==> src/rtl/trace_pkg.sv <==
// Shared types and constants for the PC trace buffer.
package trace_pkg;

    localparam int SEQ_W = 16;

    typedef enum logic [1:0] {IDLE, ARMED, RUN, FROZEN} state_t;

endpackage

==> src/rtl/trace_fifo.sv <==
// Record storage for the trace buffer: show-ahead FIFO that either drops or
// overwrites the oldest record when full, with a sticky overflow flag.
module trace_fifo #(
    parameter int WIDTH = 8,
    parameter int DEPTH = 16,
    parameter int WRAP  = 0
) (
    input  logic                     clk,
    input  logic                     reset,
    input  logic                     clear,
    input  logic                     push,
    input  logic                     pop,
    input  logic [WIDTH-1:0]         wr_data,
    output logic [WIDTH-1:0]         rd_data,
    output logic [$clog2(DEPTH):0]   count,
    output logic                     full,
    output logic                     overflow
);

    localparam int AW = $clog2(DEPTH);

    logic [WIDTH-1:0] mem [DEPTH];
    logic [AW-1:0]    wr_ptr;
    logic [AW-1:0]    rd_ptr;
    logic             do_pop;
    logic             do_push;
    logic             overwrite;
    logic             drop;

    // A pop in the same cycle frees a slot, so a full buffer can still accept a push.
    always_comb begin
        full      = (count == (AW+1)'(DEPTH));
        do_pop    = pop && (count != '0);
        do_push   = push && (!full || do_pop || WRAP != 0);
        overwrite = do_push && full && !do_pop;
        drop      = push && !do_push;
    end

    always_ff @(posedge clk or negedge reset) begin
        if (!reset) begin
            wr_ptr   <= '0;
            rd_ptr   <= '0;
            count    <= '0;
            overflow <= 1'b0;
        end else if (clear) begin
            wr_ptr   <= '0;
            rd_ptr   <= '0;
            count    <= '0;
            overflow <= 1'b0;
        end else begin
            if (do_push)
                wr_ptr <= wr_ptr + AW'(1);
            if (do_pop || overwrite)
                rd_ptr <= rd_ptr + AW'(1);
            if (do_push && !do_pop && !full)
                count <= count + (AW+1)'(1);
            else if (do_pop && !do_push)
                count <= count - (AW+1)'(1);
            if (overwrite || drop)
                overflow <= 1'b1;
        end
    end

    always_ff @(posedge clk) begin
        if (do_push && !clear)
            mem[wr_ptr] <= wr_data;
    end

    assign rd_data = mem[rd_ptr];

endmodule

==> src/rtl/pc_trace_buffer.sv <==
// PC trace buffer: captures the fetch PC plus masked register snapshots whenever
// the PC changes while armed/running, and presents the oldest record for readout.
module pc_trace_buffer
    import trace_pkg::*;
#(
    parameter int PC_W   = 32,
    parameter int DATA_W = 32,
    parameter int NCH    = 5,
    parameter int DEPTH  = 16,
    parameter int WRAP   = 0
) (
    input  logic                    clk,
    input  logic                    reset,
    input  logic                    arm,
    input  logic                    stop,
    input  logic                    clear,
    input  logic [PC_W-1:0]         pc_in,
    input  logic [NCH*DATA_W-1:0]   ch_in,
    input  logic [NCH-1:0]          ch_mask,
    output logic                    rd_valid,
    input  logic                    rd_ready,
    output logic [PC_W-1:0]         rd_pc,
    output logic [NCH*DATA_W-1:0]   rd_data,
    output logic [SEQ_W-1:0]        rd_seq,
    output logic [$clog2(DEPTH):0]  count,
    output logic                    overflow,
    output logic                    busy
);

    localparam int CH_W  = NCH * DATA_W;
    localparam int REC_W = PC_W + CH_W + SEQ_W;

    state_t           state;
    logic [PC_W-1:0]  last_pc;
    logic [SEQ_W-1:0] seq_cnt;
    logic [CH_W-1:0]  masked;
    logic [REC_W-1:0] wr_rec;
    logic [REC_W-1:0] rd_rec;
    logic             full;
    logic             cap_try;
    logic             cap_ok;

    always_comb begin
        masked = '0;
        for (int k = 0; k < NCH; k++)
            if (ch_mask[k])
                masked[k*DATA_W +: DATA_W] = ch_in[k*DATA_W +: DATA_W];
    end

    // Clear and stop both suppress capture; a full non-wrapping buffer only
    // accepts when a pop frees a slot in the same cycle.
    assign cap_try  = !clear && !stop &&
                      ((state == ARMED) || (state == RUN && pc_in != last_pc));
    assign cap_ok   = cap_try && (!full || (rd_valid && rd_ready) || WRAP != 0);
    assign wr_rec   = {pc_in, masked, seq_cnt};
    assign rd_valid = (count != '0);
    assign {rd_pc, rd_data, rd_seq} = rd_rec;

    trace_fifo #(
        .WIDTH (REC_W),
        .DEPTH (DEPTH),
        .WRAP  (WRAP)
    ) u_fifo (
        .clk      (clk),
        .reset    (reset),
        .clear    (clear),
        .push     (cap_try),
        .pop      (rd_ready),
        .wr_data  (wr_rec),
        .rd_data  (rd_rec),
        .count    (count),
        .full     (full),
        .overflow (overflow)
    );

    always_ff @(posedge clk or negedge reset) begin
        if (!reset) begin
            state   <= IDLE;
            busy    <= 1'b0;
            last_pc <= '0;
            seq_cnt <= '0;
        end else begin
            if (clear)
                seq_cnt <= '0;
            else if (cap_ok) begin
                seq_cnt <= seq_cnt + SEQ_W'(1);
                last_pc <= pc_in;
            end

            if (stop) begin
                state <= IDLE;
                busy  <= 1'b0;
            end else begin
                case (state)
                    IDLE: begin
                        if (arm) begin
                            state <= ARMED;
                            busy  <= 1'b1;
                        end
                    end
                    ARMED, RUN: begin
                        if (cap_try) begin
                            state <= cap_ok ? RUN : FROZEN;
                            busy  <= cap_ok;
                        end
                    end
                    default: ;
                endcase
            end
        end
    end

endmodule

==> config.mk <==
export PLATFORM = sky130hd
export DESIGN_NAME = pc_trace_buffer
export DESIGN_NICKNAME = d
export VERILOG_FILES = /design/src/rtl/trace_pkg.sv /design/src/rtl/trace_fifo.sv /design/src/rtl/pc_trace_buffer.sv
export SDC_FILE = /design/constraint.sdc
export NUM_CORES = 2
export LEC_CHECK = 0
export ABC_CLOCK_PERIOD_IN_PS = 6700
export CORE_MARGIN = 3
export CORE_UTILIZATION = 45
export CTS_CLUSTER_SIZE = 30
export DETAILED_ROUTE_END_ITERATION = 7
export PLACE_DENSITY_LB_ADDON = 0.05
export SYNTH_ARGS = -nofsm -noshare
export SYNTH_HDL_FRONTEND = slang
export SYNTH_SLANG_ARGS = --single-unit
==> constraint.sdc <==
create_clock -name clk -period 6.7 [get_ports clk]
set_input_delay 1.34 -clock clk [delete_from_list [all_inputs] [get_ports clk]]
set_output_delay 1.34 -clock clk [all_outputs]
set_load 0.01 [all_outputs]
# After elaboration in Yosys (flattened, before gate mapping)
# Memories as Yosys holds them, arrays and structs flattened.
# Cells that the tools add are included.
dict set report word_totals {
  regBits 65
  ram_bits 3328
  inputBits 203
  out_inout_bits 216
  wordCells 79
  n_memories 1
}
dict set report op_classes {
  add_sub_neg 5
  eq_ne 6
  mux 27
  bitwise 1
  n_reduce_logical 31
}
# memory words width rd rd_ports_with_merged_regs wr line_no
set memory_table {}
lappend memory_table {u_fifo.mem 16 208 1 0 1 trace_fifo.sv:22} ;# logic [WIDTH-1:0] mem [DEPTH];
# op n
set op_table {}
lappend op_table {{2-to-1 mux 32 bit} 5}
lappend op_table {{2-to-1 mux 16 bit} 2}
lappend op_table {{!= test 32 bit} 1}
lappend op_table {{adder 16 x 1 -> 16 bit, second input constant} 1}
lappend op_table {{2-to-1 mux 4 bit} 4}
lappend op_table {{2-to-1 mux 5 bit} 3}
lappend op_table {{logical AND 1 bit} 12}
lappend op_table {{adder 4 x 1 -> 4 bit, second input constant} 2}
lappend op_table {{2-to-1 mux 1 bit} 8}
lappend op_table {{2-to-1 mux 2 bit} 3}
lappend op_table {{nonzero test 2 bit} 3}
lappend op_table {{nonzero test 3 bit} 2}
lappend op_table {{adder 5 x 1 -> 5 bit, second input constant} 1}
lappend op_table {{== test 5 bit, second input constant} 1}
lappend op_table {{zero test 1 bit} 5}
lappend op_table {{nonzero test 5 bit} 1}
lappend op_table {{subtractor 5 x 1 -> 5 bit, second input constant} 1}
lappend op_table {{logical OR 1 bit} 4}
lappend op_table {{case mux 2 bit (2 select lines)} 1}
lappend op_table {{!= test 3 x 2 -> 1 bit, second input constant} 1}
lappend op_table {{!= test 3 bit, second input constant} 1}
lappend op_table {{AND reduction 3 bit} 1}
lappend op_table {{== test 2 x 1 -> 1 bit, second input constant} 1}
lappend op_table {{== test 2 bit, second input constant} 1}
lappend op_table {{other kinds (5)} 5}

# Depth between registers and ports, before layout
dict set report depth {
  ltp_word 10
  depth_mapped 13
  depth_no_buf 13
}

# Cells and area by module
# From an unflattened synthesis, not the netlist that was laid out.
dict set report hier_totals {
  hier_cells 5143
  area_unflattened_um2 129514.2
}
# module n_inst cells_per_inst area_per_inst_um2 seq_area_each_um2
set by_module_without_submodules {}
lappend by_module_without_submodules {trace_fifo 1 4716 125519.1 100286.2}
lappend by_module_without_submodules {pc_trace_buffer 1 427 3995.1 1276.2}

# Worst setup path before layout
# Ideal clock, no wire load.
dict set report synth_timing {
  path_kind {input to register}
  from {input port pc_in[21]}
  to {memory u_fifo.mem[4][0] (netlist name) (enable)}
  setup_time_ns 0.593
  arrival_ns 7.100
  required_time_ns 6.107
  path_slack_ns -0.994
  path_stages 8
  n_path_buf 1
  path_cell_list {xor2_1 -> nor4_1 -> nand4_1 -> o21a_2 -> o21ai_2 -> buf_4 -> nor3b_1 -> and2_1}
}
dict set report synth_via {
  elab_chain_len 8
}
# item line_no
set synth_rtl {}
lappend synth_rtl {{start, declared} pc_trace_buffer.sv:17} ;# input logic [PC_W-1:0] pc_in,
lappend synth_rtl {{!= test 32 bit} pc_trace_buffer.sv:53} ;# ((state == ARMED) || (state == RUN && pc_in != last_pc));
lappend synth_rtl {{logical AND 1 bit} pc_trace_buffer.sv:53}
lappend synth_rtl {{logical OR 1 bit} pc_trace_buffer.sv:53}
lappend synth_rtl {{logical AND 1 bit} pc_trace_buffer.sv:52} ;# assign cap_try = !clear && !stop &&
lappend synth_rtl {{logical AND 1 bit} trace_fifo.sv:34} ;# do_push = push && (!full || do_pop || WRAP != 0);
lappend synth_rtl {{logical AND 1 bit} trace_fifo.sv:65} ;# if (do_push && !clear)
lappend synth_rtl {{2-to-1 mux 1 bit} trace_fifo.sv:65}
lappend synth_rtl {{2-to-1 mux 1 bit (not written as such)} trace_fifo.sv:66} ;# mem[wr_ptr] <= wr_data;
lappend synth_rtl {{end, declared} trace_fifo.sv:22}
# Every way passes these cells.

# Worst setup path in the final report
dict set report layout_timing {
  from {register u_fifo.rd_ptr[0]}
  to {output port rd_data[1]}
}
dict set report layout_via {
  elab_chain_len 1
}
# item line_no
set layout_rtl {}
lappend layout_rtl {{start, declared} trace_fifo.sv:24} ;# logic [AW-1:0] rd_ptr;
lappend layout_rtl {{start signal, assigned} trace_fifo.sv:54} ;# rd_ptr <= rd_ptr + AW'(1);
lappend layout_rtl {{memory read (16 x 208 bit)} --}
lappend layout_rtl {{end, declared} pc_trace_buffer.sv:23} ;# output logic [NCH*DATA_W-1:0] rd_data,
# Every way passes these cells.

==> metrics.txt <==
hold_sp=last_pc[10]; Routed WL=approximately 320000 um; total track usage=around 22%; EDFF count, synth=3328; Reg clk slew, reported paths=roughly 60 ps; crit start category=register; io pins=between 400 and 500; Tmin final=5762 ps; Worst Tran Pin Value=approximately 1200 ps; worst-path fanout max=36; ranking of synthesized cells by area=edfxtp_1 77%, mux4_2 18%, dfrtp_1 1.3%; Mapped Avg Cell Area=25.24 um^2; FP Rows=196; TritonRoute pass-1 iters=5; gr ovfl total=0; Final ANT Viol Nets=0; commonest non-fill, non-tap cell in the layout=edfxtp_1; static leakage=roughly 46 nW; Cell variety after synth=53; commonest cells after routing, fill and taps aside=3328 x edfxtp_1, 1040 x mux4_2, 413 x clkdlybuf4s50_1; initial drt markers=5438; CTS max path bufs=4; hold slack=525.4 ps; ys flop type=edfxtp_1; number of global-route vias before repair=about 61k; port bufs=418; Starting Density=45.26%; TritonCTS Buffers=358; Layout area overhead=16.59%; area share of fa/ha/maj cells after synthesis=less than 1%; clk root buf=clkbuf_16; largest family of logic cells by synthesized area=multiplexers; Fmax achieved=173.6 MHz; post-CTS setup buffers=0; reg2reg end=u_fifo.mem[12][46]; post-synth top area share=just under 80%; Post-Synthesis Cells=5118; DR WL/cell=32.49 um; worst reg2reg path depth=10; sequential fraction of the synthesis area=78.61%; # hold bufs at CTS=0; post-CTS sizing=0; Die Height=541.8 um; Reg-to-Reg Start=last_pc[2]; DRC violations left=0; Yosys warning count=0; CTS tree=built; DIE AREA=0.2936 mm^2; Layout fillers=21.88k; Post-Synth XOR/XNOR Area=0.2644%; status=completed; post-route clock period utilization=86.00%; DP Wirelength=~180000 um; clock sinks=3393; final hold viol count=0; Overall Power=roughly 52 mW; gpl congestion=~0.74; share of layout cells above drive strength 1=a little under 30%; Syn Nets=5335; Max Cap Viol=0; area leader, netlist=edfxtp_1; Core Footprint=0.2855 mm^2; Vias=57.71k; initial antenna violation count=18; max-slew violations=0; Slew headroom=20.83%; H-Tree Depth=5; vias per inst=5.851; endpoint type of the worst setup path=output pin; Hold WC Path Type=reg -> reg; Worst Clk Skew=45.90 ps; worst min-delay path endpoint=last_pc[10]; register bit count reported by yosys=3393; final setup fails=0; nets@finish=6028; Synth Area in Simple Gates=1.298%; IR Drop Worst-Case VDD=239.5 uV; largest net degree at the start of global routing=100; Die X=541.8 um; Post-synth ARST share=1.916%; mux cell area share after synthesis=18.50%; RSZ-0062 raised after global routing=no; critical path required time=5360 ps; P per Cell Area=345.6 mW/mm^2; WHS Path Cells=1; CP arrival=4420 ps; Compound-Gate Fraction of Synth Area=0.2034%; CP Class=reg -> out; clk_lat worst skew=roughly 900 ps; Post-Synthesis Cell Area=around 0.13 mm^2; r2r setup slk=2900 ps; first-pass GRT wire length=about 460000 um
registers in the layout, summed over array words and instances, names as in the netlist:
name / count
u_fifo.mem: 3328
last_pc: 32
seq_cnt: 16
u_fifo.count: 5
u_fifo.rd_ptr: 4
u_fifo.wr_ptr: 4
state: 2
busy: 1
u_fifo.overflow: 1
worst max-delay path by stage:
| stage | to | startpoint | slack [ps] |
|---|---|---|---|
| floorplan | u_fifo.mem[9][0] | pc_in[21] | -920 |
| global placement | u_fifo.mem[12][48] | pc_in[1] | 920 |
| detailed placement | u_fifo.mem[12][46] | pc_in[7] | 930 |
| CTS | rd_seq[13] | u_fifo.rd_ptr[0] | 750 |
| global route | rd_data[59] | u_fifo.rd_ptr[0] | 730 |
| finish | rd_data[1] | u_fifo.rd_ptr[0] | 940 |
synth_stat cells, types with 4 or more instances:
cell      instances
o21ai_0           9
nor4_1            9
dfrtp_1          65
a21oi_1           9
buf_6             7
edfxtp_1       3328
xnor2_1           4
and3_1            5
mux2_4            4
buf_4            28
o31ai_1           9
nor2_1           23
inv_1             9
nor2b_1           5
or4_1             7
nand4_1           7
nor3_1            7
and2_1          170
mux4_2         1040
buf_1            22
nand3_1          10
nand2_1          12
ha_1             13
xor2_1           35
mux2_2           33
buf_2            66
and4_1            5
clkbuf_1        141
stage by stage:
stage | utilization (%) | std cells | worst slack [ps] | area, um^2 | TNS, ps
6_report | 52.77 | 9864 | 938.2 | 150600 | 0
5_1_grt | 52.76 | 9854 | 726.6 | 150600 | 0
4_1_cts | 52.76 | 9852 | 749.5 | 150600 | 0
3_5_place_dp | 48.82 | 9213 | 930.0 | 139400 | 0
3_3_place_gp | 48.82 | 9213 | 925.0 | 139400 | 0
2_1_floorplan | - | 5118 | -915.3 | 129200 | -832220
cell families after synthesis:
logic type | count (synthesis)
AOI/OAI and AO/OA | 40
xor gates and xnor gates | 39
adders and majority gates | 14
buffers and inverters | 273
DFF | 3393
muxes | 1082
and+or+nand+nor | 277
critical path, cell delays in order, from the launching register on:
cell             delay (ps)
dfrtp_4                 910
buf_4                   320
buf_12                  300
buf_4                   290
mux4_2                  590
mux4_2                  490
clkdlybuf4s50_1         510
power by group:
part	total [mW]	internal [mW]	switching, mW
combinational	9.26	4.85	4.41
sequential	23.7	23.5	0.222
clock	19.1	11.1	7.97
layer usage:
layer | global-route usage, % | part of all wire, % | vias to the layer above
met5 | 0 | 0.0094 | -
met4 | 4.805 | 1.9 | 6
met3 | 3.375 | 5.4 | 381
met2 | 35.58 | 50 | 1598
met1 | 31.44 | 43 | 32090
li1 | - | - | 23640
final cells by class:
cell class                      instances  area [um^2]  area share (%)
Antenna cell                           12        30.03         0.01994
Clock buffer                          439         9495           6.304
Clock inverter                        200         1738           1.154
Inverter                                9        33.78         0.02243
Multi-Input combinational cell       1452        26430           17.55
Sequential cell                      3393       101600           67.44
Tap cell                             3762         4707           3.125
Timing Repair Buffer                  597         6619           4.394
No activity file was read; power rests on OpenSTA's default activity.
